### src/rtl/spi_pkg.sv
// -----------------------------------------------------------------------------
// spi_pkg
//   Shared definitions for the SPI serial-clock engine:
//     - spi_state_e      : frame sequencer states
//     - DEFAULT_HALF_DIV : divisor a system integrator can use when nothing
//                          better is known (slow, safe SCLK)
//     - is_sample_edge() : classifies an SCLK edge as sample or launch
// -----------------------------------------------------------------------------
package spi_pkg;

    // Frame sequencer states.
    //   ST_IDLE     : chip select released, SCLK parked at CPOL
    //   ST_LEAD     : chip select asserted, one tick of setup before SCLK moves
    //   ST_CLOCKING : SCLK toggles once per tick, 2*n_bits edges in total
    //   ST_TRAIL    : SCLK parked again, one tick of hold before release
    typedef enum logic [1:0] {
        ST_IDLE     = 2'd0,
        ST_LEAD     = 2'd1,
        ST_CLOCKING = 2'd2,
        ST_TRAIL    = 2'd3
    } spi_state_e;

    // Default half-period divisor in system clock cycles.
    localparam int DEFAULT_HALF_DIV = 4;

    // An edge is a sample edge when it is odd-numbered and CPHA=0, or
    // even-numbered and CPHA=1. Every other edge is a launch edge.
    function automatic logic is_sample_edge(input logic odd_edge, input logic cpha);
        return odd_edge ^ cpha;
    endfunction

endpackage : spi_pkg

### src/rtl/spi_tick_divider.sv
// -----------------------------------------------------------------------------
// spi_tick_divider
//   Produces a single-cycle tick every 'period' clock cycles while enabled.
//   The count restarts from zero when 'restart' is high, so the first tick
//   after a restart arrives exactly 'period' cycles later. A period of zero
//   behaves like a period of one (tick every enabled cycle).
//
// Ports
//   clk     : clock, rising edge
//   rst     : asynchronous active-high reset, clears the counter
//   enable  : count and allow ticks
//   restart : clear the counter (takes priority over enable, suppresses tick)
//   period  : tick period in clk cycles
//   tick    : one-cycle pulse at the end of each period
// -----------------------------------------------------------------------------
module spi_tick_divider #(
    parameter int DIV_W = 8
) (
    input  logic             clk,
    input  logic             rst,
    input  logic             enable,
    input  logic             restart,
    input  logic [DIV_W-1:0] period,
    output logic             tick
);

    localparam logic [DIV_W-1:0] DIV_ONE = 1;

    logic [DIV_W-1:0] cnt_q;
    logic [DIV_W-1:0] cnt_d;
    logic [DIV_W-1:0] last_count;
    logic             wrap;

    // Terminal count of the period; a zero period collapses to terminal 0.
    assign last_count = (period == '0) ? '0 : (period - DIV_ONE);

    // '>=' rather than '==' keeps the counter from running away should the
    // period ever shrink below the current count.
    assign wrap = (cnt_q >= last_count);

    assign tick = enable && !restart && wrap;

    always_comb begin
        cnt_d = cnt_q;
        if (restart) begin
            cnt_d = '0;
        end else if (enable) begin
            cnt_d = wrap ? '0 : (cnt_q + DIV_ONE);
        end
    end

    always_ff @(posedge clk or posedge rst) begin
        if (rst) begin
            cnt_q <= '0;
        end else begin
            cnt_q <= cnt_d;
        end
    end

endmodule : spi_tick_divider

### src/rtl/spi_sclk_engine.sv
// -----------------------------------------------------------------------------
// spi_sclk_engine
//   SPI master serial-clock and chip-select sequencer. One 'start' in IDLE
//   runs a frame of n_bits SCLK cycles:
//     LEAD (1 tick) -> CLOCKING (2*n_bits ticks, one SCLK edge each)
//     -> TRAIL (1 tick) -> IDLE with a one-cycle 'done'.
//   A tick is H system clocks, H being the half_div latched at start (0 -> 1),
//   so a frame keeps busy high for (2*n_bits+2)*H cycles.
//   launch_stb / sample_stb mark the data edges for the shift registers that
//   sit next to this block; both are registered alongside spi_sclk so that
//   they are high in the same cycle the new SCLK level appears.
//
// Parameters
//   DIV_W : width of half_div
//   CNT_W : width of n_bits and bit_index
//   CPOL  : idle level of spi_sclk
//   CPHA  : 0 = sample on leading edge, 1 = sample on trailing edge
//
// Ports
//   system_clock : clock, rising edge
//   reset        : asynchronous active-high reset
//   start        : begin a frame (accepted only in IDLE with n_bits != 0)
//   abort        : drop the frame in progress, back to IDLE without done
//   half_div     : SCLK half period in system_clock cycles
//   n_bits       : SCLK cycles per frame
//   spi_sclk     : serial clock
//   spi_cs_n     : active-low chip select
//   launch_stb   : pulse on each launch (shift-out) edge
//   sample_stb   : pulse on each sample (shift-in) edge
//   bit_index    : sample edges completed in the current frame
//   busy         : high outside IDLE
//   done         : pulse on normal frame completion
// -----------------------------------------------------------------------------
import spi_pkg::*;

module spi_sclk_engine #(
    parameter int DIV_W = 8,
    parameter int CNT_W = 8,
    parameter int CPOL  = 0,
    parameter int CPHA  = 0
) (
    input  logic             system_clock,
    input  logic             reset,
    input  logic             start,
    input  logic             abort,
    input  logic [DIV_W-1:0] half_div,
    input  logic [CNT_W-1:0] n_bits,
    output logic             spi_sclk,
    output logic             spi_cs_n,
    output logic             launch_stb,
    output logic             sample_stb,
    output logic [CNT_W-1:0] bit_index,
    output logic             busy,
    output logic             done
);

    localparam logic             IDLE_LVL = (CPOL != 0);
    localparam logic             PHASE_1  = (CPHA != 0);
    localparam logic [DIV_W-1:0] DIV_ONE  = 1;
    localparam logic [CNT_W-1:0] BIT_ONE  = 1;
    localparam logic [CNT_W:0]   EDGE_ONE = 1;

    // ------------------------------------------------------------------
    // State and datapath registers
    // ------------------------------------------------------------------
    spi_state_e       state_q,  state_d;
    logic [DIV_W-1:0] hdiv_q,   hdiv_d;     // latched half period (>= 1)
    logic [CNT_W-1:0] nbits_q,  nbits_d;    // latched frame length
    logic [CNT_W:0]   edge_q,   edge_d;     // SCLK edges issued so far
    logic [CNT_W-1:0] bit_q,    bit_d;
    logic             sclk_q,   sclk_d;
    logic             launch_q, launch_d;
    logic             sample_q, sample_d;
    logic             done_q,   done_d;

    // Divider control
    logic             tick;
    logic             div_restart;
    logic             div_enable;

    // Edge classification for the tick being processed
    logic             odd_edge;
    logic             last_edge;
    logic             sample_edge;
    logic [CNT_W:0]   edge_inc;

    // ------------------------------------------------------------------
    // Tick generator
    // ------------------------------------------------------------------
    assign div_enable = (state_q != ST_IDLE);

    spi_tick_divider #(
        .DIV_W (DIV_W)
    ) u_tick_divider (
        .clk     (system_clock),
        .rst     (reset),
        .enable  (div_enable),
        .restart (div_restart),
        .period  (hdiv_q),
        .tick    (tick)
    );

    // edge_q counts completed edges, so the edge about to happen is
    // edge_q+1; it is odd-numbered when edge_q is even.
    assign edge_inc    = edge_q + EDGE_ONE;
    assign odd_edge    = ~edge_q[0];
    assign last_edge   = (edge_inc == {nbits_q, 1'b0});
    assign sample_edge = is_sample_edge(odd_edge, PHASE_1);

    // ------------------------------------------------------------------
    // Next-state and output logic
    // ------------------------------------------------------------------
    always_comb begin
        state_d     = state_q;
        hdiv_d      = hdiv_q;
        nbits_d     = nbits_q;
        edge_d      = edge_q;
        sclk_d      = sclk_q;
        launch_d    = 1'b0;
        sample_d    = 1'b0;
        done_d      = 1'b0;
        div_restart = 1'b0;
        // The index follows the sample strobe by one cycle.
        bit_d       = sample_q ? (bit_q + BIT_ONE) : bit_q;

        unique case (state_q)
            ST_IDLE: begin
                // abort has no meaning here, so start wins if both are high.
                if (start && (n_bits != '0)) begin
                    state_d     = ST_LEAD;
                    hdiv_d      = (half_div == '0) ? DIV_ONE : half_div;
                    nbits_d     = n_bits;
                    edge_d      = '0;
                    bit_d       = '0;
                    sclk_d      = IDLE_LVL;
                    div_restart = 1'b1;
                    // CPHA=0 slaves sample on the very first edge, so the
                    // first bit has to be on the line before it.
                    launch_d    = ~PHASE_1;
                end
            end

            ST_LEAD: begin
                if (abort) begin
                    state_d     = ST_IDLE;
                    sclk_d      = IDLE_LVL;
                    div_restart = 1'b1;
                end else if (tick) begin
                    state_d = ST_CLOCKING;
                end
            end

            ST_CLOCKING: begin
                if (abort) begin
                    state_d     = ST_IDLE;
                    sclk_d      = IDLE_LVL;
                    div_restart = 1'b1;
                end else if (tick) begin
                    sclk_d   = ~sclk_q;
                    edge_d   = edge_inc;
                    sample_d = sample_edge;
                    launch_d = ~sample_edge;
                    // An even number of toggles leaves SCLK back at CPOL.
                    if (last_edge) begin
                        state_d = ST_TRAIL;
                    end
                end
            end

            ST_TRAIL: begin
                if (abort) begin
                    state_d     = ST_IDLE;
                    sclk_d      = IDLE_LVL;
                    div_restart = 1'b1;
                end else if (tick) begin
                    state_d = ST_IDLE;
                    done_d  = 1'b1;
                end
            end

            default: begin
                state_d = ST_IDLE;
                sclk_d  = IDLE_LVL;
            end
        endcase
    end

    // ------------------------------------------------------------------
    // Registers
    // ------------------------------------------------------------------
    always_ff @(posedge system_clock or posedge reset) begin
        if (reset) begin
            state_q  <= ST_IDLE;
            hdiv_q   <= DIV_ONE;
            nbits_q  <= '0;
            edge_q   <= '0;
            bit_q    <= '0;
            sclk_q   <= IDLE_LVL;
            launch_q <= 1'b0;
            sample_q <= 1'b0;
            done_q   <= 1'b0;
        end else begin
            state_q  <= state_d;
            hdiv_q   <= hdiv_d;
            nbits_q  <= nbits_d;
            edge_q   <= edge_d;
            bit_q    <= bit_d;
            sclk_q   <= sclk_d;
            launch_q <= launch_d;
            sample_q <= sample_d;
            done_q   <= done_d;
        end
    end

    // ------------------------------------------------------------------
    // Outputs
    // ------------------------------------------------------------------
    assign spi_sclk   = sclk_q;
    assign spi_cs_n   = (state_q == ST_IDLE);
    assign busy       = (state_q != ST_IDLE);
    assign launch_stb = launch_q;
    assign sample_stb = sample_q;
    assign bit_index  = bit_q;
    assign done       = done_q;

endmodule : spi_sclk_engine

### config.mk
export PLATFORM = sky130hd
export DESIGN_NAME = spi_sclk_engine
export DESIGN_NICKNAME = d
export VERILOG_FILES = /design/src/rtl/spi_pkg.sv /design/src/rtl/spi_tick_divider.sv /design/src/rtl/spi_sclk_engine.sv
export SDC_FILE = /design/constraint.sdc
export NUM_CORES = 1
export LEC_CHECK = 0
export ABC_AREA = 0
export BUFFER_PORTS_ARGS = -buffer_cell sky130_fd_sc_hd__buf_2
export CAP_MARGIN = 20
export CORE_ASPECT_RATIO = 1.4
export CORE_MARGIN = 2
export CORE_UTILIZATION = 30
export CTS_CLUSTER_DIAMETER = 60
export CTS_CLUSTER_SIZE = 30
export DETAILED_ROUTE_END_ITERATION = 10
export MAX_ROUTING_LAYER = met4
export PLACE_DENSITY_LB_ADDON = 0.25
export SYNTH_ARGS = -nofsm -noshare
export SYNTH_HDL_FRONTEND = slang
export SYNTH_SLANG_ARGS = --single-unit
### constraint.sdc
create_clock -name system_clock -period 3.49 [get_ports system_clock]
set_input_delay 0.1745 -clock system_clock [delete_from_list [all_inputs] [get_ports system_clock]]
set_output_delay 0.1745 -clock system_clock [all_outputs]
set_load 0.005 [all_outputs]
-- Word-level counts from Yosys, hierarchy flattened
Cells that the tools add are included.
- bits in registers: 47
- bits of input ports: 20
- logic and storage cells: 84
- add/subtract/negate cells: 4
- order comparisons: 1
- eq/ne operators: 12
- mux-type cells: 38
- bitwise gates (word level): 2
- reductions and logical operators: 17
- operators by type and width (operator ; count):
    $mux 8 ; 8
    $mux 9 ; 3
    $pmux 9 s2 ; 1
    $add 8x1->8 const B ; 2
    $logic_not 8->1 ; 2
    $mux 2 ; 8
    $mux 1 ; 14
    $ne 3x3->1 const B ; 4
    $add 9x1->9 const B ; 1
    $eq 9x9->1 ; 1
    $ge 8x8->1 ; 1
    $pmux 2 s4 ; 1
    $reduce_bool 8->1 ; 1
    $sub 8x1->8 const B ; 1
    $reduce_bool 2->1 ; 3
    $reduce_and 5->1 ; 1
    $eq 2x2->1 const B ; 2
    $ne 2x1->1 const B ; 2
    $ne 2x2->1 const B ; 2
    $pmux 1 s2 ; 2
    $reduce_and 4->1 ; 1
    $logic_and 1x1->1 ; 3
    $pmux 1 s3 ; 1
    $reduce_and 3->1 ; 1
    other kinds (7) ; 8

-- Logic depth before layout (Yosys ltp)
Gate-level depths: netlist of run 1.
- depth after elaboration: 10
- gate-level depth with buffers: 12
- gate-level depth less buffers: 12

-- Hierarchy
From an unflattened synthesis of run 1, not the netlist that was laid out.
- cell total of the unflattened synthesis: 325
- area, all modules: 2881.5 um^2
- modules (own cells, without submodules) (module ; instances ; cells each ; area an instance (um^2) ; seq. area each (um^2)):
    spi_sclk_engine ; 1 ; 233 ; 2060.7 ; 977.2
    spi_tick_divider ; 1 ; 92 ; 820.8 ; 200.2

-- Worst setup path before layout of run 1
Ideal clock, no wire load.
- path kind: reg2reg
- start: register hdiv_q[0]
- end: register u_tick_divider.cnt_q[3]
- setup time: 74 ps
- data arrival time: 2982 ps
- path slack: 434 ps
- stages on the path, launching flop included: 13
- buffers on the path: 0
- period minus slack after synthesis: 3056 ps
- cells stage by stage: dfstp_2 > inv_1 > ha_1 > nor2b_1 > nand3b_1 > or3_1 > and2_1 > ha_1 > nand2b_4 > a2111o_1 > a31o_4 > or2_4 > o21ai_2
- word-level cells in the longest chain between the ends: 6
- elaborated cells between the ends (all ways): 7
- RTL lines (element ; RTL line ; RTL):
    from (decl) ; spi_sclk_engine.sv:67 ; logic [DIV_W-1:0] hdiv_q, hdiv_d;
    from (signal assigned) ; spi_sclk_engine.sv:204 ; hdiv_q <= hdiv_d;
    $sub 8x1->8 / $logic_not 8->1 (equally long branches) ; spi_tick_divider.sv:35 ; assign last_count = (period == '0) ? '0 : (period - DIV_ONE);
    $mux 8 * ; spi_tick_divider.sv:35 ;
    $ge 8x8->1 * ; spi_tick_divider.sv:39 ; assign wrap = (cnt_q >= last_count);
    $mux 8 * ; spi_tick_divider.sv:48 ; cnt_d = wrap ? '0 : (cnt_q + DIV_ONE);
    $mux 8 * ; spi_tick_divider.sv:47 ; end else if (enable) begin
    $mux 8 * ; spi_tick_divider.sv:45 ; if (restart) begin
    to (signal assigned) ; spi_tick_divider.sv:56 ; cnt_q <= cnt_d;
    to (decl) ; spi_tick_divider.sv:29 ; logic [DIV_W-1:0] cnt_q;
Every way passes the cells marked *; elsewhere a longest branch is shown, timed or not. The select of a mux whose other input is x is not followed.
A chain may end at the register's enable or synchronous reset.

-- Worst setup path after layout of run 1
- start: register hdiv_q[0]
- end: register u_tick_divider.cnt_q[6]
The elaborated chain is that of the path after synthesis.

==> results of run 1 <==
==> per-stage QoR <==
stage / worst slack (ns) / std cells / hold WS [ns] / area, sq um / utilization (%)
2_1_floorplan: 0.4339 / 293 / 0.2376 / 2815 / -
3_3_place_gp: 0.2929 / 428 / 0.3886 / 3088 / 34.01
3_5_place_dp: 0.2244 / 428 / 0.3902 / 3088 / 34.01
4_1_cts: 0.1881 / 436 / 0.09078 / 3262 / 35.92
5_1_grt: 0.05393 / 441 / 0.1077 / 3322 / 36.59
6_report: 0.2483 / 441 / 0.09667 / 3322 / 36.59
==> kinds of logic after synthesis <==
group,share of synthesized area (%)
xor+xnor,6.222
mux,4.622
buf+inv,2.533
simple gates,25.16
compound gates,14.31
flops,41.82
fa+ha+maj,5.333
==> layout make-up <==
cell class / instances / area [sq um]
clock inverter: 2 / 35.03
inverter: 8 / 30.03
tap: 107 / 133.9
fill: 926 / 5758
sequential: 47 / 1177
timing repair buffer: 39 / 225.2
multi-input combinational: 232 / 1582
clock buffer: 6 / 138.9
==> flip-flops by register name, summed over array words and instances, names as in the netlist <==
signal                count
spi_sclk                  1
launch_stb                1
hdiv_q                    8
bit_index                 8
u_tick_divider.cnt_q      8
state_q                   2
sample_stb                1
done                      1
edge_q                    9
nbits_q                   8
==> layer usage <==
metal,up-vias,GRT usage [%],share of wire (%)
met5,-,-,0
met4,0,4.067,0.99
met3,4,1.955,1.9
met2,32,24.08,53
met1,1113,15.86,44
li1,1135,-,-
==> power by group <==
group	internal [mW]	leakage (nW)	total (mW)	switching [mW]
Clock	0.356	0.0868	0.560	0.204
Sequential	0.668	0.619	0.800	0.131
Combinational	0.367	0.880	0.861	0.494
==> timing repair <==
item | 4_1_cts | 5_1_grt
gates resized for setup | 0 | 1
setup endpoints to repair | 0 | 4
buffers inserted | 0 | 2
endpoints found under the hold margin | 0 | 20
hold buffers | 0 | 1
==> worst register-to-register path: stages (launching register included) <==
cell,delay (ns)
dfstp_2,0.37
inv_1,0.08
ha_1,0.16
nor2b_2,0.19
nand3b_1,0.13
or3_1,0.41
and2_1,0.20
ha_1,0.27
nand2b_4,0.13
a2111o_1,0.52
a31o_4,0.31
or2_4,0.29
o21ai_2,0.13
==> worst max-delay path by stage <==
stage	from	endpoint
2_1_floorplan	hdiv_q[0]	u_tick_divider.cnt_q[3]
3_3_place_gp	hdiv_q[0]	edge_q[8]
3_5_place_dp	hdiv_q[0]	edge_q[5]
4_1_cts	hdiv_q[0]	edge_q[5]
5_1_grt	hdiv_q[0]	u_tick_divider.cnt_q[6]
6_report	hdiv_q[0]	u_tick_divider.cnt_q[6]
==> cell usage in the layout (no fill, tap or decap), types with 3 or more instances in the layout <==
master and instances:
dfrtp_1 46, nand2_1 43, buf_2 33, nor2_1 19, and3_1 12, xor2_1 12, ha_1 12, o21ai_1 11
a21oi_1 10, nand3_1 9, nand2b_1 8, xnor2_1 8, mux2_1 8, inv_1 6, nor3_1 6, nor4_1 6
clkbuf_16 5, o21ai_0 4, o21ai_2 4, a31oi_1 4, nand4_1 4, mux2i_1 4, a211o_1 4, buf_4 4
or4_1 3, or3_1 3
==> results_dict.tcl, run 1 <==
set metrics [dict create \
    grt_pass1_vias 2204 \
    synth_seq_cells 47 \
    clk_pin_slew_ns 0.06 \
    status "complete, but fails checks" \
    cp.depth 12 \
    reg2regPathDepth 12 \
    drive_above_1_share_pct 19.76 \
    pwr_density_cell_mw_per_mm2 668.5 \
    drv_cap 0 \
    fin_crit_sh_pct 92.89 \
    r2r-start "hdiv_q[0]" \
    drv_slew 0 \
    drc 6 \
    drt-initial-drc-count 89 \
    crit_path_max_fanout 8 \
    min_from "half_div[6]" \
    critPathLaunchType "register" \
    finalClockSkew_ns 0.007032 \
    whs_endpoint "hdiv_q[6]" \
    die-area_sq_mm 0.01019 \
    tightestPinTransition_ns 0.6305 \
    netlist_area_sq_mm 0.002815 \
    ir_drop_mv 0.3135 \
    grt_pass1_wl_um 10780 \
    endpoint_kind "register" \
    yosysMostFrequentCell "dfrtp_1" \
    r2r_slack_ns 0.25 \
    setup_violations 0 \
    fmaxAchievable_mhz 308.5 \
    grt_max_degree 48 \
    power_mw 2.221 \
    reg2reg_to "u_tick_divider.cnt_q[6]" \
    synthArstFlopShare_pct 100.0 \
    io_buffers 33 \
    routedWlPerCell_um 14.94 \
    synth_top_area_cell "dfrtp_1" \
    synth_top_cell_area_share_pct 40.89 \
    holdPathStages 3 \
    wl_um 6589 \
    critPathTopFamily "simple AND/OR/NAND/NOR gates" \
    seq_area_frac_synth_pct 41.82 \
    rows 41 \
    clkLatencyLatePin_ns 0.29 \
    syn2layout_area_growth_pct 18.00 \
    syn_area_per_cell_sq_um 9.608 \
    dieHeight_um 118.6 \
    hp-class "primary input to register" \
    cts-root-buf "clkbuf_16" \
    antenna_found_initial 0 \
    p_leak_nw 1.585 \
    synth_ff_type "dfrtp_1" \
    cp_slowest_cell "a2111o_1" \
    syn_nets 325 \
    initial_utilization_pct 31.00 \
    htreeDepth 2 \
    slew-limit-headroom_pct 57.68 \
    synth_commonest_cells "46 x dfrtp_1, 43 x nand2_1, 19 x nor2_1" \
    numCtsBuffers 5 \
    tritoncts "yes" \
    ys_top_cells_by_area "dfrtp_1 41%, nand2_1 5.7%, ha_1 5.3%" \
    core_sq_mm 0.009080 \
    crit_top_cell "ha_1" \
    place_hpwl_um 4878 \
    syn_inst 293 \
    clkSinkCount 47 \
    report.final.hold_viol_count 0 \
    yosys_warnings 0 \
    synthDistinctLibCells 56 \
    rsz0062_at_grt "false" \
    worstPathCellList "inv_1 -> ha_1 -> nor2b_2 -> nand3b_1 -> or3_1 -> and2_1 -> ha_1 -> nand2b_4 -> a2111o_1 -> a31o_4 -> or2_4 -> o21ai_2" \
    fin_nets 365 \
    arrival_ns 3.46 \
    tns_ns 0 \
    violations "design-rule violations" \
    gr-total-overflow 0 \
    clockBufferDepth 2 \
    crit_type "register to register" \
    post-route-min-period_ns 3.242 \
    place.gp.congestion 0.7710 \
    die_w_um 85.87 \
    num_antenna_cells 0 \
    critPathBufInv 1 \
    grtUsageTotal_pct 13.68 \
    firstDrtPassIters 9 \
    io-pin-count 34 \
    vias_per_cell 5.179 \
    vias 2284 \
    crit_required_ns 3.71 \
    synth-edff-count 0 \
    antenna_left 0 \
    max_stage_delay_ns 0.52 \
]
Power figures use the tool's default switching activity.
==> run 2, diff against run 1 <==
- CELL_PAD_IN_SITES_DETAIL_PLACEMENT: not set -> 0
- CELL_PAD_IN_SITES_GLOBAL_PLACEMENT: not set -> 1
- CORE_UTILIZATION: 30 -> 41
==> run 2 against run 1 <==
  * The flow now finishes without violations
  * Combinational power decreased by 5.0%
  * Wire length decreased by 6.8%
  * Clock skew increased by 0.0072 ns
  * Flip-flop and latch count unchanged
  * Clock power decreased by 26%
  * Cell area decreased by 2.9%
  * Critical path depth unchanged
  * Critical path type unchanged
==> results_dict.tcl, run 2 (same netlist as run 1, synthesis figures left out) <==
set metrics [dict create \
    status "finished clean" \
    cts-root-buf "clkbuf_8" \
    use_met2_pct 30.29 \
    io-pin-count 34 \
    setup_violations 0 \
    grt-busiest-layer "met2" \
    layout_common_cells "46 x dfrtp_1, 43 x nand2_1, 33 x buf_2, 19 x nor2_1" \
    numCtsBuffers 5 \
    grt_pass1_vias 2197 \
    place.gp.congestion 0.8241 \
    grtUsageMet1_pct 22.38 \
    crit_required_ns 3.67 \
    pwr_density_cell_mw_per_mm2 630.6 \
    dieHeight_um 102.0 \
    firstDrtPassIters 4 \
    clkLatencyLatePin_ns 0.30 \
    rows 35 \
    met3_usage_pct 2.465 \
    arrival_ns 3.47 \
    drive_above_1_share_pct 19.28 \
    crit_path_max_fanout 8 \
    tritoncts "yes" \
    report.final.hold_viol_count 0 \
    dpl_worst_slack_ns 0.1576 \
    fin_crit_sh_pct 94.22 \
    power.switching_uw 777.0 \
    clockPowerShare_pct 20.5 \
    wl_um 6142 \
    clkSinkCount 47 \
    largest_reg_flops 9 \
    initial_utilization_pct 42.57 \
    worstPathCellList "inv_1 -> ha_1 -> nor2b_2 -> nand3b_1 -> or3_1 -> and2_1 -> ha_1 -> nand2b_4 -> a2111o_1 -> a31oi_4 -> nor4_1 -> a211o_1" \
    max_stage_delay_ns 0.48 \
    tightestPinTransition_ns 0.4753 \
    antenna_found_initial 0 \
    vias 2252 \
    crit_type "register to register" \
    syn2layout_area_growth_pct 14.62 \
    drv_cap 0 \
    fmaxAchievable_mhz 304.1 \
    largest_register "edge_q" \
    htreeDepth 2 \
    endpoint_kind "register" \
    crit_top_cell "ha_1" \
    grt_max_degree 48 \
    gr-total-overflow 0 \
    tns_ns 0 \
    intPower_mw 1.258 \
    clockBufferDepth 2 \
    place_hpwl_um 4541 \
    cp_slowest_cell "a2111o_1" \
    num_antenna_cells 0 \
    critPathLaunchType "register" \
    p_comb_share_pct 40.2 \
    drt-initial-drc-count 88 \
    ir_drop_mv 0.3739 \
    final_common_cell "dfrtp_1" \
    clk_pin_slew_ns 0.09 \
    hp-class "primary input to register" \
    setup_slack_ns 0.2016 \
    rsz0062_at_grt "false" \
    antenna_left 0 \
    grt_pass1_wl_um 10320 \
    io_buffers 33 \
    p_leak_nw 1.555 \
    slew-limit-headroom_pct 68.10 \
    post-route-min-period_ns 3.288 \
    drc 0 \
    drv_slew 0 \
    core_sq_mm 0.006613 \
    die-area_sq_mm 0.007554 \
    switching_share_pct 38.18 \
    routedWlPerCell_um 14.49 \
    die_w_um 74.03 \
    pwr-share-seq_pct 39.4 \
    fin_nets 363 \
    vias_per_cell 5.311 \
    grtUsageTotal_pct 18.20 \
    finalClockSkew_ns 0.01427 \
]
[run 2: cell types whose count changed in the layout (fill, tap and decap cells not counted)]
cell / previous run / this run
clkbuf_8: 1 / 6
clkbuf_16: 5 / 0
a31oi_2: 1 / 0
buf_4: 4 / 3
[run 2: area by class of cell]
cell class	instances	area, sq um
clock buffer	6	82.58
multi-input combinational	231	1569
tap	92	115.1
sequential	47	1177
inverter	8	30.03
clock inverter	2	35.03
timing repair buffer	38	217.7
fill	647	3386
[run 2: worst max-delay path, delay by kind of cell, from the launching register on]
family                   cells  cell delay [ns]
AO/OA/AOI/OAI                3             1.09
adder cells (fa/ha/maj)      2             0.43
buffers and inverters        1             0.08
flip-flops                   1             0.38
AND/OR/NAND/NOR              6             1.17
[run 2: stage by stage]
step           hold slack (ns)  util, %  instances  cell area, sq um  power [mW]
2_1_floorplan           0.2376        -        293              2815       1.430
3_3_place_gp            0.3881    46.41        413              3069       1.616
3_5_place_dp            0.3974    46.41        413              3069       1.632
4_1_cts                0.06885    48.19        421              3187       2.056
5_1_grt                0.07423    48.80        424              3227       2.201
6_report               0.07560    48.80        424              3227       2.035
[run 2: repair_timing]
item                                    4_1_cts  5_1_grt
hold endpoints to repair                      0       11
hold buffers                                  0        1
endpoints found under the setup margin        0        4
resized for setup                             0        1
buffers inserted                              0        1
[run 2: metal layers]
metal  share of wire, %  vias up  wire length (um)
met5                  0        -                 0
met4                1.8        0               110
met3                2.2        9               138
met2                 51       36              3162
met1                 44     1078              2730
li1                   -     1129                 -
[run 2: worst paths after layout]
path / cells after the start / startpoint / endpoint / slack, ns
setup / recovery: 12 / hdiv_q[0] / edge_q[5] / 0.20
min in group asynchronous: 3 / reset / bit_index[3] / 0.35
max in group asynchronous: 4 / reset / hdiv_q[0] / 2.60
hold / removal: 3 / half_div[4] / hdiv_q[4] / 0.08
hold reg to reg: 1 / nbits_q[0] / nbits_q[0] / 0.53
setup reg to reg: 12 / hdiv_q[0] / edge_q[5] / 0.20
[run 2: power groups by stage]
stage                     sequential, mW  combinational (mW)  clock (mW)
after detailed placement           0.812               0.820           0
after global routing               0.820               0.929       0.451
after CTS                          0.803               0.823       0.430
after global placement             0.811               0.805           0
final                              0.801               0.818       0.416
after floorplan                    0.772               0.658           0
